## src/rtl/rename_dispatch_stage_pkg.sv

```systemverilog
// Shared types and defaults for the rename/dispatch stage.
// Contents: default widths, the CDB broadcast record (cdb_t) and a
// saturating 32-bit increment used by the optional performance counters.
package rename_dispatch_stage_pkg;

   localparam int XLEN_DEF      = 32;
   localparam int ROB_IDX_W_DEF = 4;
   localparam int NUM_CDB_DEF   = 4;
   localparam int NUM_RS_DEF    = 4;
   localparam int CTRL_W_DEF    = 32;

   typedef struct packed {
      logic                     valid;
      logic [ROB_IDX_W_DEF-1:0] tag;
      logic [XLEN_DEF-1:0]      value;
   } cdb_t;

   function automatic logic [31:0] sat_inc(input logic [31:0] v);
      return (&v) ? v : v + 32'd1;
   endfunction

endpackage

```

## src/rtl/rename_dispatch_stage_if.sv

```systemverilog
// Dispatch bus between the rename stage and the reservation stations.
// master (stage): drives rs_dispatch and the staged payload, reads rs_full.
// slave  (RS):    drives rs_full, reads the strobe and payload.
interface rename_dispatch_stage_if #(
   parameter int XLEN      = 32,
   parameter int ROB_IDX_W = 4,
   parameter int NUM_RS    = 4,
   parameter int CTRL_W    = 32
);
   logic [NUM_RS-1:0]    rs_full;
   logic [NUM_RS-1:0]    rs_dispatch;
   logic [XLEN-1:0]      d_pc;
   logic [XLEN-1:0]      d_imm;
   logic [CTRL_W-1:0]    d_ctrl;
   logic [ROB_IDX_W-1:0] d_rob_tag;
   logic [4:0]           d_rd;
   logic [XLEN-1:0]      d_r1_v;
   logic [XLEN-1:0]      d_r2_v;
   logic                 d_r1_busy;
   logic                 d_r2_busy;
   logic [ROB_IDX_W-1:0] d_r1_tag;
   logic [ROB_IDX_W-1:0] d_r2_tag;

   modport master (
      input  rs_full,
      output rs_dispatch, d_pc, d_imm, d_ctrl, d_rob_tag, d_rd,
             d_r1_v, d_r2_v, d_r1_busy, d_r2_busy, d_r1_tag, d_r2_tag
   );

   modport slave (
      output rs_full,
      input  rs_dispatch, d_pc, d_imm, d_ctrl, d_rob_tag, d_rd,
             d_r1_v, d_r2_v, d_r1_busy, d_r2_busy, d_r1_tag, d_r2_tag
   );
endinterface

```

## src/rtl/rename_dispatch_stage_cdb_match.sv

```systemverilog
// Looks up one ROB tag against all CDB broadcast ports.
// Ports: tag in; cdb_valid/cdb_tag/cdb_value flattened broadcast bus in;
// hit/value out. When several ports match, the lowest index wins.
module rename_dispatch_stage_cdb_match #(
   parameter int XLEN      = 32,
   parameter int ROB_IDX_W = 4,
   parameter int NUM_CDB   = 4
) (
   input  logic [ROB_IDX_W-1:0]         tag,
   input  logic [NUM_CDB-1:0]           cdb_valid,
   input  logic [NUM_CDB*ROB_IDX_W-1:0] cdb_tag,
   input  logic [NUM_CDB*XLEN-1:0]      cdb_value,
   output logic                         hit,
   output logic [XLEN-1:0]              value
);
   // Scan high to low so the lowest matching port overwrites last.
   always_comb begin
      hit   = 1'b0;
      value = '0;
      for (int i = NUM_CDB - 1; i >= 0; i--) begin
         if (cdb_valid[i] && (cdb_tag[i*ROB_IDX_W +: ROB_IDX_W] == tag)) begin
            hit   = 1'b1;
            value = cdb_value[i*XLEN +: XLEN];
         end
      end
   end
endmodule

```

## src/rtl/rename_dispatch_stage.sv

```systemverilog
// Rename/dispatch stage: renames one decoded instruction per cycle against
// the regfile, ROB and CDB, holds it in a one-entry staging register that
// keeps snooping the CDB, and dispatches it to a one-hot selected RS.
// Ports: clk, rst (sync, active-high); flush; decode handshake in_*;
// regfile read rf_*; ROB read/alloc rob_*; rename-table write rf_ren_*;
// CDB cdb_*; dispatch bus via rename_dispatch_stage_if.master (disp).
// Optional: define DISPATCH_PERF_EN to add perf_dispatched, perf_stall_rob
// and perf_stall_rs saturating counters.
module rename_dispatch_stage
   import rename_dispatch_stage_pkg::*;
#(
   parameter int XLEN      = XLEN_DEF,
   parameter int ROB_IDX_W = ROB_IDX_W_DEF,
   parameter int NUM_CDB   = NUM_CDB_DEF,
   parameter int NUM_RS    = NUM_RS_DEF,
   parameter int CTRL_W    = CTRL_W_DEF
) (
   input  logic                         clk,
   input  logic                         rst,
   input  logic                         flush,
   input  logic                         in_valid,
   output logic                         in_ready,
   input  logic [XLEN-1:0]              in_pc,
   input  logic [XLEN-1:0]              in_imm,
   input  logic [CTRL_W-1:0]            in_ctrl,
   input  logic [NUM_RS-1:0]            in_fu_sel,
   input  logic [4:0]                   in_rd,
   input  logic                         in_rd_we,
   input  logic [4:0]                   in_rs1,
   input  logic [4:0]                   in_rs2,
   input  logic                         in_rs1_use,
   input  logic                         in_rs2_use,
   input  logic [XLEN-1:0]              in_op1_alt,
   input  logic [XLEN-1:0]              in_op2_alt,
   input  logic [XLEN-1:0]              rf_r1_v,
   input  logic [XLEN-1:0]              rf_r2_v,
   input  logic                         rf_r1_ready,
   input  logic                         rf_r2_ready,
   input  logic [ROB_IDX_W-1:0]         rf_r1_tag,
   input  logic [ROB_IDX_W-1:0]         rf_r2_tag,
   input  logic [XLEN-1:0]              rob_r1_v,
   input  logic [XLEN-1:0]              rob_r2_v,
   input  logic                         rob_r1_ready,
   input  logic                         rob_r2_ready,
   input  logic                         rob_full,
   input  logic [ROB_IDX_W-1:0]         rob_alloc_tag,
   output logic                         rob_alloc,
   output logic                         rf_ren_we,
   output logic [4:0]                   rf_ren_rd,
   output logic [ROB_IDX_W-1:0]         rf_ren_tag,
   input  logic [NUM_CDB-1:0]           cdb_valid,
   input  logic [NUM_CDB*ROB_IDX_W-1:0] cdb_tag,
   input  logic [NUM_CDB*XLEN-1:0]      cdb_value,
   rename_dispatch_stage_if.master      disp
`ifdef DISPATCH_PERF_EN
   ,
   output logic [31:0]                  perf_dispatched,
   output logic [31:0]                  perf_stall_rob,
   output logic [31:0]                  perf_stall_rs
`endif
);

   logic                 stage_valid;
   logic [XLEN-1:0]      s_pc, s_imm, s_r1_v, s_r2_v;
   logic [CTRL_W-1:0]    s_ctrl;
   logic [NUM_RS-1:0]    s_sel;
   logic [ROB_IDX_W-1:0] s_rob_tag, s_r1_tag, s_r2_tag;
   logic [4:0]           s_rd;
   logic                 s_r1_busy, s_r2_busy;

   logic                 capture, dispatch_fire;
   logic                 cap_hit1, cap_hit2, st_hit1, st_hit2;
   logic [XLEN-1:0]      cap_val1, cap_val2, st_val1, st_val2;
   logic [XLEN-1:0]      r1_v_n, r2_v_n;
   logic                 r1_busy_n, r2_busy_n;
   logic [ROB_IDX_W-1:0] r1_tag_n, r2_tag_n;

   assign dispatch_fire = stage_valid && !flush && !rst && !(|(s_sel & disp.rs_full));
   assign in_ready      = !rst && !flush && !rob_full && (!stage_valid || dispatch_fire);
   assign capture       = in_valid && in_ready;

   assign rob_alloc  = capture;
   assign rf_ren_we  = capture && in_rd_we && (in_rd != 5'd0);
   assign rf_ren_rd  = rst ? 5'd0 : in_rd;
   assign rf_ren_tag = rst ? '0 : rob_alloc_tag;

   rename_dispatch_stage_cdb_match #(.XLEN(XLEN), .ROB_IDX_W(ROB_IDX_W), .NUM_CDB(NUM_CDB)) u_cap1 (
      .tag(rf_r1_tag), .cdb_valid(cdb_valid), .cdb_tag(cdb_tag), .cdb_value(cdb_value),
      .hit(cap_hit1), .value(cap_val1));
   rename_dispatch_stage_cdb_match #(.XLEN(XLEN), .ROB_IDX_W(ROB_IDX_W), .NUM_CDB(NUM_CDB)) u_cap2 (
      .tag(rf_r2_tag), .cdb_valid(cdb_valid), .cdb_tag(cdb_tag), .cdb_value(cdb_value),
      .hit(cap_hit2), .value(cap_val2));
   rename_dispatch_stage_cdb_match #(.XLEN(XLEN), .ROB_IDX_W(ROB_IDX_W), .NUM_CDB(NUM_CDB)) u_st1 (
      .tag(s_r1_tag), .cdb_valid(cdb_valid), .cdb_tag(cdb_tag), .cdb_value(cdb_value),
      .hit(st_hit1), .value(st_val1));
   rename_dispatch_stage_cdb_match #(.XLEN(XLEN), .ROB_IDX_W(ROB_IDX_W), .NUM_CDB(NUM_CDB)) u_st2 (
      .tag(s_r2_tag), .cdb_valid(cdb_valid), .cdb_tag(cdb_tag), .cdb_value(cdb_value),
      .hit(st_hit2), .value(st_val2));

   // Capture-time operand resolution: alt value, x0, regfile, ROB, CDB, else pending.
   always_comb begin
      r1_v_n    = in_op1_alt;
      r1_busy_n = 1'b0;
      r1_tag_n  = '0;
      if (in_rs1_use) begin
         if (in_rs1 == 5'd0)    r1_v_n = '0;
         else if (rf_r1_ready)  r1_v_n = rf_r1_v;
         else if (rob_r1_ready) r1_v_n = rob_r1_v;
         else if (cap_hit1)     r1_v_n = cap_val1;
         else begin
            r1_v_n    = '0;
            r1_busy_n = 1'b1;
            r1_tag_n  = rf_r1_tag;
         end
      end
   end

   always_comb begin
      r2_v_n    = in_op2_alt;
      r2_busy_n = 1'b0;
      r2_tag_n  = '0;
      if (in_rs2_use) begin
         if (in_rs2 == 5'd0)    r2_v_n = '0;
         else if (rf_r2_ready)  r2_v_n = rf_r2_v;
         else if (rob_r2_ready) r2_v_n = rob_r2_v;
         else if (cap_hit2)     r2_v_n = cap_val2;
         else begin
            r2_v_n    = '0;
            r2_busy_n = 1'b1;
            r2_tag_n  = rf_r2_tag;
         end
      end
   end

   always_ff @(posedge clk) begin
      if (rst) begin
         stage_valid <= 1'b0;
         s_pc        <= '0;
         s_imm       <= '0;
         s_ctrl      <= '0;
         s_sel       <= '0;
         s_rob_tag   <= '0;
         s_rd        <= '0;
         s_r1_v      <= '0;
         s_r2_v      <= '0;
         s_r1_busy   <= 1'b0;
         s_r2_busy   <= 1'b0;
         s_r1_tag    <= '0;
         s_r2_tag    <= '0;
      end else if (flush) begin
         stage_valid <= 1'b0;
      end else if (capture) begin
         stage_valid <= 1'b1;
         s_pc        <= in_pc;
         s_imm       <= in_imm;
         s_ctrl      <= in_ctrl;
         s_sel       <= in_fu_sel;
         s_rob_tag   <= rob_alloc_tag;
         s_rd        <= in_rd;
         s_r1_v      <= r1_v_n;
         s_r2_v      <= r2_v_n;
         s_r1_busy   <= r1_busy_n;
         s_r2_busy   <= r2_busy_n;
         s_r1_tag    <= r1_tag_n;
         s_r2_tag    <= r2_tag_n;
      end else begin
         if (dispatch_fire) stage_valid <= 1'b0;
         if (s_r1_busy && st_hit1) begin
            s_r1_v    <= st_val1;
            s_r1_busy <= 1'b0;
         end
         if (s_r2_busy && st_hit2) begin
            s_r2_v    <= st_val2;
            s_r2_busy <= 1'b0;
         end
      end
   end

   // Payload forwards a same-cycle CDB hit so an operand broadcast in the
   // dispatch cycle leaves resolved.
   assign disp.rs_dispatch = dispatch_fire ? s_sel : '0;
   assign disp.d_pc        = rst ? '0 : s_pc;
   assign disp.d_imm       = rst ? '0 : s_imm;
   assign disp.d_ctrl      = rst ? '0 : s_ctrl;
   assign disp.d_rob_tag   = rst ? '0 : s_rob_tag;
   assign disp.d_rd        = rst ? '0 : s_rd;
   assign disp.d_r1_v      = rst ? '0 : ((s_r1_busy && st_hit1) ? st_val1 : s_r1_v);
   assign disp.d_r2_v      = rst ? '0 : ((s_r2_busy && st_hit2) ? st_val2 : s_r2_v);
   assign disp.d_r1_busy   = !rst && s_r1_busy && !st_hit1;
   assign disp.d_r2_busy   = !rst && s_r2_busy && !st_hit2;
   assign disp.d_r1_tag    = rst ? '0 : s_r1_tag;
   assign disp.d_r2_tag    = rst ? '0 : s_r2_tag;

`ifdef DISPATCH_PERF_EN
   always_ff @(posedge clk) begin
      if (rst) begin
         perf_dispatched <= '0;
         perf_stall_rob  <= '0;
         perf_stall_rs   <= '0;
      end else begin
         if (dispatch_fire)                          perf_dispatched <= sat_inc(perf_dispatched);
         if (in_valid && rob_full)                   perf_stall_rob  <= sat_inc(perf_stall_rob);
         if (stage_valid && !dispatch_fire && !flush) perf_stall_rs  <= sat_inc(perf_stall_rs);
      end
   end
`endif

   a_fu_sel_onehot: assert property (@(posedge clk) disable iff (rst) in_valid |-> $onehot(in_fu_sel));

endmodule

```

## src/flat_wrapper.sv

```systemverilog
// flat-port wrapper written by rule: the top's interface ports become plain ports
module rename_dispatch_stage_flat import rename_dispatch_stage_pkg::*;
#(
   parameter int XLEN      = XLEN_DEF,
   parameter int ROB_IDX_W = ROB_IDX_W_DEF,
   parameter int NUM_CDB   = NUM_CDB_DEF,
   parameter int NUM_RS    = NUM_RS_DEF,
   parameter int CTRL_W    = CTRL_W_DEF
)
  (clk, rst, flush, in_valid, in_ready, in_pc, in_imm, in_ctrl, in_fu_sel, in_rd, in_rd_we, in_rs1, in_rs2, in_rs1_use, in_rs2_use, in_op1_alt, in_op2_alt, rf_r1_v, rf_r2_v, rf_r1_ready, rf_r2_ready, rf_r1_tag, rf_r2_tag, rob_r1_v, rob_r2_v, rob_r1_ready, rob_r2_ready, rob_full, rob_alloc_tag, rob_alloc, rf_ren_we, rf_ren_rd, rf_ren_tag, cdb_valid, cdb_tag, cdb_value, disp_rs_full, disp_rs_dispatch, disp_d_pc, disp_d_imm, disp_d_ctrl, disp_d_rob_tag, disp_d_rd, disp_d_r1_v, disp_d_r2_v, disp_d_r1_busy, disp_d_r2_busy, disp_d_r1_tag, disp_d_r2_tag);
  rename_dispatch_stage_if #(.XLEN(XLEN), .ROB_IDX_W(ROB_IDX_W), .NUM_RS(NUM_RS), .CTRL_W(CTRL_W)) disp_i ();
  input  logic clk;
  input  logic rst;
  input  logic flush;
  input  logic in_valid;
  output logic in_ready;
  input  logic [XLEN-1:0] in_pc;
  input  logic [XLEN-1:0] in_imm;
  input  logic [CTRL_W-1:0] in_ctrl;
  input  logic [NUM_RS-1:0] in_fu_sel;
  input  logic [4:0] in_rd;
  input  logic in_rd_we;
  input  logic [4:0] in_rs1;
  input  logic [4:0] in_rs2;
  input  logic in_rs1_use;
  input  logic in_rs2_use;
  input  logic [XLEN-1:0] in_op1_alt;
  input  logic [XLEN-1:0] in_op2_alt;
  input  logic [XLEN-1:0] rf_r1_v;
  input  logic [XLEN-1:0] rf_r2_v;
  input  logic rf_r1_ready;
  input  logic rf_r2_ready;
  input  logic [ROB_IDX_W-1:0] rf_r1_tag;
  input  logic [ROB_IDX_W-1:0] rf_r2_tag;
  input  logic [XLEN-1:0] rob_r1_v;
  input  logic [XLEN-1:0] rob_r2_v;
  input  logic rob_r1_ready;
  input  logic rob_r2_ready;
  input  logic rob_full;
  input  logic [ROB_IDX_W-1:0] rob_alloc_tag;
  output logic rob_alloc;
  output logic rf_ren_we;
  output logic [4:0] rf_ren_rd;
  output logic [ROB_IDX_W-1:0] rf_ren_tag;
  input  logic [NUM_CDB-1:0] cdb_valid;
  input  logic [NUM_CDB*ROB_IDX_W-1:0] cdb_tag;
  input  logic [NUM_CDB*XLEN-1:0] cdb_value;
  input wire logic [$bits(disp_i.rs_full)-1:0] disp_rs_full;
  output wire logic [$bits(disp_i.rs_dispatch)-1:0] disp_rs_dispatch;
  output wire logic [$bits(disp_i.d_pc)-1:0] disp_d_pc;
  output wire logic [$bits(disp_i.d_imm)-1:0] disp_d_imm;
  output wire logic [$bits(disp_i.d_ctrl)-1:0] disp_d_ctrl;
  output wire logic [$bits(disp_i.d_rob_tag)-1:0] disp_d_rob_tag;
  output wire logic [$bits(disp_i.d_rd)-1:0] disp_d_rd;
  output wire logic [$bits(disp_i.d_r1_v)-1:0] disp_d_r1_v;
  output wire logic [$bits(disp_i.d_r2_v)-1:0] disp_d_r2_v;
  output wire logic [$bits(disp_i.d_r1_busy)-1:0] disp_d_r1_busy;
  output wire logic [$bits(disp_i.d_r2_busy)-1:0] disp_d_r2_busy;
  output wire logic [$bits(disp_i.d_r1_tag)-1:0] disp_d_r1_tag;
  output wire logic [$bits(disp_i.d_r2_tag)-1:0] disp_d_r2_tag;
  assign disp_i.rs_full = disp_rs_full;
  assign disp_rs_dispatch = disp_i.rs_dispatch;
  assign disp_d_pc = disp_i.d_pc;
  assign disp_d_imm = disp_i.d_imm;
  assign disp_d_ctrl = disp_i.d_ctrl;
  assign disp_d_rob_tag = disp_i.d_rob_tag;
  assign disp_d_rd = disp_i.d_rd;
  assign disp_d_r1_v = disp_i.d_r1_v;
  assign disp_d_r2_v = disp_i.d_r2_v;
  assign disp_d_r1_busy = disp_i.d_r1_busy;
  assign disp_d_r2_busy = disp_i.d_r2_busy;
  assign disp_d_r1_tag = disp_i.d_r1_tag;
  assign disp_d_r2_tag = disp_i.d_r2_tag;
  rename_dispatch_stage #(.XLEN(XLEN), .ROB_IDX_W(ROB_IDX_W), .NUM_CDB(NUM_CDB), .NUM_RS(NUM_RS), .CTRL_W(CTRL_W)) u_core (.clk(clk), .rst(rst), .flush(flush), .in_valid(in_valid), .in_ready(in_ready), .in_pc(in_pc), .in_imm(in_imm), .in_ctrl(in_ctrl), .in_fu_sel(in_fu_sel), .in_rd(in_rd), .in_rd_we(in_rd_we), .in_rs1(in_rs1), .in_rs2(in_rs2), .in_rs1_use(in_rs1_use), .in_rs2_use(in_rs2_use), .in_op1_alt(in_op1_alt), .in_op2_alt(in_op2_alt), .rf_r1_v(rf_r1_v), .rf_r2_v(rf_r2_v), .rf_r1_ready(rf_r1_ready), .rf_r2_ready(rf_r2_ready), .rf_r1_tag(rf_r1_tag), .rf_r2_tag(rf_r2_tag), .rob_r1_v(rob_r1_v), .rob_r2_v(rob_r2_v), .rob_r1_ready(rob_r1_ready), .rob_r2_ready(rob_r2_ready), .rob_full(rob_full), .rob_alloc_tag(rob_alloc_tag), .rob_alloc(rob_alloc), .rf_ren_we(rf_ren_we), .rf_ren_rd(rf_ren_rd), .rf_ren_tag(rf_ren_tag), .cdb_valid(cdb_valid), .cdb_tag(cdb_tag), .cdb_value(cdb_value), .disp(disp_i));
endmodule
```

## config.mk

```make
export PLATFORM = sky130hd
export DESIGN_NAME = rename_dispatch_stage_flat
export DESIGN_NICKNAME = d
export VERILOG_FILES = /design/src/rtl/rename_dispatch_stage_pkg.sv /design/src/rtl/rename_dispatch_stage_if.sv /design/src/rtl/rename_dispatch_stage_cdb_match.sv /design/src/rtl/rename_dispatch_stage.sv /design/src/flat_wrapper.sv
export SDC_FILE = /design/constraint.sdc
export NUM_CORES = 1
export LEC_CHECK = 0
export ABC_CLOCK_PERIOD_IN_PS = 3120
export CAP_MARGIN = 20
export CORE_AREA = 2 2 260 262
export CTS_BUF_LIST = sky130_fd_sc_hd__clkbuf_4
export DETAILED_ROUTE_END_ITERATION = 8
export DIE_AREA = 0 0 262 264
export PLACE_DENSITY = 0.59
export SYNTH_ARGS = -nofsm -noshare
export SYNTH_HDL_FRONTEND = slang
export SYNTH_HIERARCHICAL = 1
export SYNTH_SLANG_ARGS = --single-unit
```

## constraint.sdc

```tcl
create_clock -name clk -period 3.12 [get_ports clk]
set_input_delay 0.312 -clock clk [delete_from_list [all_inputs] [get_ports clk]]
set_output_delay 0.312 -clock clk [all_outputs]
set_load 0.02 [all_outputs]
```

==> summary.txt, run 1 <==
CTS HTree Levels: 4
Crit-path max cell delay: 0.57 ns
Layout cells sized above 1: 0.3013
Layout Skew: 0.04009 ns
Buf/Inv on CP: 6
Met2 WL: 49.63 mm
Grt total ovfl: 0
Run status: complete, but fails checks
Final slew viol count: 0
Syn Inst Count: 2,112
Leak Pwr: 11.18 nW
# setup viols final: 66
# rows: 95
Placed cells: 3,679
Worst slew pin tran: 0.9583 ns
First-pass iteration count of the detailed router: 6
Fin util: 0.4238
Most common cell in the netlist: nand2_1
Synth Cell Area: 16,420 µm²
Total chip power: 6.765 mW
RePlAce Congestion: 0.9060
Final hold violation count: 0
CP dominant cell by count: buf_12
DR vias: 20,770
CP max FO: 4
CTS tree: done
DR WL met3: 9.252 mm
First-pass GRT wire length: 142.4 mm
Post-DRT Antenna Nets: 0
Fraction of registers with async set/reset: 0
CTS sink cnt: 184
Synth area leader: dfxtp_1
Hpwl dp: 73.26 mm
WL final: 102.4 mm
Clock Latency Late Sink: 0.77 ns
M1 WL: 38.82 mm
Final min period: 3.464 ns
Worst slew margin: 0.3597
GRT Total Usage: 0.2836
WL/cell: 26.97 µm
Final period util: 1.110
Register area share after synthesis: 0.2243
Post-DR vias/cell: 5.467
Worst Setup Start Kind: flop
Kind of critical path: flop to output port
Number of synthesized flops with an enable pin: 0
Total CTS buffers: 17
Crit path DAT: 3.15 ns
Worst hold path class: primary input to flop
Clock Pin Slew Worst Setup and Hold Paths: 0.23 ns
CORE AREA: 66,560 µm²
Ports: 678
Count of cell types in the netlist: 47
Number of global-route vias before repair: 20,430
Maximum VDD drop: 0.0002432 V
Final setup margin: -0.3441 ns
Pwr dens: 239.8 nW/µm²
Slowest cell on crit path: or4_4
Crit end category: output port
Yosys Warn Count: 6
Die height: 264 µm
Antenna violations before repair: 41
Clock buffer depth: 2
Register bit total from synthesis: 184
Crit path cell chain: buf_6, xor2_2, nor2_2, and4_4, or4_4, nand2_4, buf_12, buf_12, buf_8, nand2_2, a21oi_2, buf_6, buf_12
Kind of cell adding the most delay to the critical path: simple AND/OR/NAND/NOR gates
DR iter-0 viols: 1,958
Avg Cell Area, Syn: 7.776 µm²
Initial Util: 0.2467
Die W: 262 µm
I/O Buffers: 677
Max layer used: met5
Share of the synthesized area in the top cell type: 0.2243
# nets final: 3,377
Count of max-cap constraint violations: 0
Fmax: 288.7 MHz
Area delta synth->final: 71.77%
Req. time, crit path: 2.81 ns
Failing checks: negative setup slack
# DRC: 0
Most instantiated cells after synthesis: nand2_1 (328), o21ai_0 (209), nor2b_1 (193)
Mapped Nets: 2,595
Final cell count without fillers: 3,798
Area contributors post-synth: dfxtp_1 (22%), a221oi_2 (11%), nand2_1 (7.5%)
Top FF cell, synth: dfxtp_1
CTS Root Cell: clkbuf_4
Pin count of the biggest net entering global routing: 108
RSZ-0062 raised after global routing: yes
Die area: 69,170 µm²
-- layout make-up --
| class | instances | area [µm²] |
|---|---|---|
| clock inverter | 15 | 237.7 |
| fill | 6692 | 38350 |
| tap | 873 | 1092 |
| antenna | 18 | 45.04 |
| sequential | 184 | 3711 |
| multi-input combinational | 1634 | 12400 |
| timing repair buffer | 982 | 10320 |
| inverter | 75 | 281.5 |
| clock buffer | 17 | 127.6 |
-- layout by cell type, fill, tap and decap left out, drive strengths merged, types with 6 or more instances in the layout --
cell type and instances:
o21ai 332, o31a 64, inv 82, xor2 24, clkdlybuf4s50 603, buf 375
nor2b 193, nand2b 6, mux2i 64, nand4 8, nor2 14, a221oi 192
xnor2 36, a21oi 64, mux2 105, clkinv 7, and3 8, nand2 329
dfxtp 184, diode 18, clkbuf 17, o41ai 8, nor3 70, and4 8
o22ai 64, or4 9, and2 11
-- worst register-to-register path: stages, from the launching register on --
cell and delay, ns:
dfxtp_4 0.40, buf_6 0.12, xor2_2 0.15, nor2_2 0.07, and4_4 0.20, or4_4 0.57
buf_4 0.16, buf_6 0.11, nand3b_1 0.21, buf_12 0.26, mux2i_1 0.26, o22ai_1 0.10
o31a_1 0.13
-- cell families (layout without fill, tap and decap cells) --
group / Yosys count / count (layout) / share of synthesized area
xor gates and xnor gates: 60 / 60 / 0.03200
and+or+nand+nor: 666 / 666 / 0.2030
buffers and inverters: 294 / 1089 / 0.08594
AOI/OAI and AO/OA: 739 / 739 / 0.3438
other: 0 / 18 / 0
DFF: 184 / 184 / 0.2243
muxes: 169 / 169 / 0.1110
-- where the power goes --
group	total [mW]	switching (mW)	internal [mW]
registers	2.51	0.0582	2.45
logic	2.50	1.22	1.28
clock network	1.76	1.26	0.493
total	6.76	2.54	4.23
-- state kept, by name (all words and copies together), names as in the netlist --
name,flops
u_core/s_imm,32
u_core/s_r2_v,32
u_core/s_r1_busy,1
u_core/s_r2_tag,4
u_core/s_r2_busy,1
u_core/s_sel,4
u_core/stage_valid,1
u_core/s_ctrl,32
u_core/s_r1_tag,4
u_core/s_rob_tag,4
u_core/s_r1_v,32
u_core/s_rd,5
u_core/s_pc,32
-- stage by stage --
step / hold slack [ns] / setup WS, ns / instance area, µm² / setup TNS, ns
global route: 0.04263 / -0.4786 / 28210 / -26.17
CTS: 0.005978 / -0.4598 / 27480 / -23.21
floorplan: 0.4559 / 0.4461 / 16420 / 0
global placement: 0.4924 / -0.5945 / 25630 / -27.68
detailed placement: 0.4960 / -0.5301 / 25630 / -29.03
finish: 0.1292 / -0.3441 / 28210 / -16.51
-- final timing paths --
path,start,end,slack (ns),depth (start not counted)
worst max-delay path,u_core/s_r2_tag[1],disp_d_r2_v[12],-0.34,13
worst min-delay path,in_imm[15],u_core/s_imm[15],0.13,2
worst max register to register,u_core/s_r2_tag[1],u_core/s_r2_v[15],0.31,12
worst min register to register,u_core/s_sel[2],u_core/s_sel[2],0.54,1
-- per-layer routing --
| metal | track usage | up-vias |
|---|---|---|
| met2 | 0.4821 | 1272 |
| met3 | 0.07513 | 281 |
| met1 | 0.3295 | 9887 |
| met5 | 0 | - |
| met4 | 0.1315 | 22 |
| li1 | - | 9303 |
-- repair_timing --
action / in CTS / in global routing
gates cloned: 11 / 0
gates resized for setup: 486 / 149
hold buffers: 4 / 0
setup buffers: 45 / 22
setup endpoints to repair: 66 / 66
endpoints found under the hold margin: 7 / 0
pin swaps: 68 / 82
Note: power is estimated with default switching activity, not from simulation.
==> run 2: changes to the inputs <==
--- a/config.mk
+++ b/config.mk
@@ -12,6 +12,7 @@
 export DETAILED_ROUTE_END_ITERATION = 8
 export DIE_AREA = 0 0 262 264
 export PLACE_DENSITY = 0.59
+export RECOVER_POWER = 100
 export SYNTH_ARGS = -nofsm -noshare
 export SYNTH_HDL_FRONTEND = slang
 export SYNTH_HIERARCHICAL = 1
==> run 2 against run 1 <==
  * The run still ends with negative setup slack left
  * Wire length hardly changed
  * Worst setup slack got worse by 0.0017 ns
  * Worst hold slack worse by 0.019 ns
  * Final cell count is essentially flat
  * Critical path type unchanged
  * Largest cell class unchanged
  * Largest power group unchanged
==> summary.txt, run 2 (synthesized netlist as in run 1, its figures left out) <==
Register area: 3711 µm²
Final setup margin: -0.3458 ns
Hold_ws: 0.1106 ns
Failing checks: negative setup slack
Layout cells sized above 1: 0.2969
GRT Total Usage: 0.2836
WL/cell: 26.97 µm
# setup viols final: 69
CTS sink cnt: 184
Grt total ovfl: 0
Layout Skew: 0.04050 ns
DR vias: 20,750
Worst slew pin tran: 1.037 ns
Antenna violations before repair: 41
CTS HTree Levels: 4
First-pass iteration count of the detailed router: 7
First-pass GRT wire length: 142.4 mm
# nets final: 3,377
# DRC: 0
Final min period: 3.466 ns
Run status: complete, but fails checks
CTS tree: done
Pwr dens: 240.0 nW/µm²
RSZ-0062 raised after global routing: yes
Clock buffer depth: 2
Crit path DAT: 3.15 ns
Multi-input logic area: 12,370 µm²
WL final: 102.4 mm
Count of max-cap constraint violations: 0
Worst Setup Start Kind: flop
RePlAce Congestion: 0.9060
I/O Buffers: 677
R2r setup slk: 0.09 ns
Ports: 678
Final hold violation count: 0
Maximum VDD drop: 0.0002479 V
CP max FO: 7
Worst slew margin: 0.3015
Fmax: 288.5 MHz
# fillers: 6,707
Req. time, crit path: 2.81 ns
Post-DRT Antenna Nets: 0
DR iter-0 viols: 1,859
Final period util: 1.111
Die W: 262 µm
Worst hold path class: primary input to flop
Commonest non-fill, non-tap cell in the layout: clkdlybuf4s50_1
DP Worst Slack: -0.5301 ns
Leak Pwr: 11.52 nW
Die height: 264 µm
Design area: 28,090 µm²
Number of global-route vias before repair: 20,430
Clock Latency Late Sink: 0.78 ns
DP Area: 25,630 µm²
CORE AREA: 66,560 µm²
Total CTS buffers: 17
Commonest cells after routing, fill and taps aside: clkdlybuf4s50_1 (483), nand2_1 (250), o21ai_0 (201)
Pin count of the biggest net entering global routing: 108
Kind of critical path: flop to output port
# rows: 95
Post-DR vias/cell: 5.466
Final slew viol count: 0
Area delta synth->final: 71.03%
Initial Util: 0.2467
Hpwl dp: 73.26 mm
Clock Pin Slew Worst Setup and Hold Paths: 0.22 ns
CTS Root Cell: clkbuf_4
Crit end category: output port
Die area: 69,170 µm²
-- run 2: cell count changes in the layout (fill, tap and decap cells not counted), sizes merged --
cell | before | now
buf | 375 | 363
clkbuf | 17 | 29
clkdlybuf4s50 | 603 | 483
diode | 18 | 17
dlygate4sd3 | 4 | 124
-- run 2: timing repair --
item,CTS,global route
endpoints found under the hold margin,7,0
resized for setup,486,149
buffers inserted,45,22
hold buffers,4,0
gates cloned,11,0
endpoints found under the setup margin,66,66
pin swaps,68,82
-- run 2: per-layer routing --
metal	routed length [µm]	GRT usage	up-vias
met5	153	0	-
met4	4703	0.1315	22
met3	9428	0.07513	285
met2	49670	0.4821	1227
met1	38450	0.3295	9919
li1	-	-	9300
-- run 2: final cells by class --
class | count | area share
Tap cell | 873 | 0.03889
Clock buffer | 17 | 0.004544
Sequential cell | 184 | 0.1321
Timing Repair Buffer | 982 | 0.3640
Multi-Input combinational cell | 1634 | 0.4405
Inverter | 75 | 0.01002
Clock inverter | 15 | 0.008464
Antenna cell | 17 | 0.001515
-- run 2: worst max-delay path: stages, from the launching register on --
cell      delay, ns
dfxtp_2        0.42
xor2_1         0.23
nor3_2         0.08
buf_4          0.14
a211oi_4       0.32
buf_12         0.21
buf_12         0.15
a221oi_2       0.07
o21ai_2        0.22
nand2_1        0.12
a21oi_4        0.27
buf_12         0.15
-- run 2: worst paths after layout --
check | start | to | depth (start not counted)
worst max-delay path | u_core/s_r2_tag[2] | disp_d_r2_v[23] | 11
worst min-delay path | rst | u_core/s_pc[25] | 3
worst max register to register | u_core/s_sel[1] | u_core/s_r2_v[21] | 6
worst min register to register | u_core/s_sel[2] | u_core/s_sel[2] | 1
-- run 2: stage by stage --
| stage | std cells | total power, mW | TNS [ns] | utilization |
|---|---|---|---|---|
| 6_report | 3797 | 6.740 | -16.67 | 0.4220 |
| 5_1_grt | 3796 | 7.040 | -27.36 | 0.4219 |
| 4_1_cts | 3765 | 6.778 | -23.21 | 0.4128 |
| 3_5_place_dp | 3679 | 4.908 | -29.03 | 0.3851 |
| 3_3_place_gp | 3679 | 4.900 | -27.68 | 0.3851 |
| 2_1_floorplan | 2112 | 3.489 | 0 | - |
-- run 2: where the power goes --
part	internal, mW	switching, mW	total, mW
Sequential	2.45	0.0580	2.51
Combinational	1.26	1.21	2.47
Clock	0.494	1.27	1.76
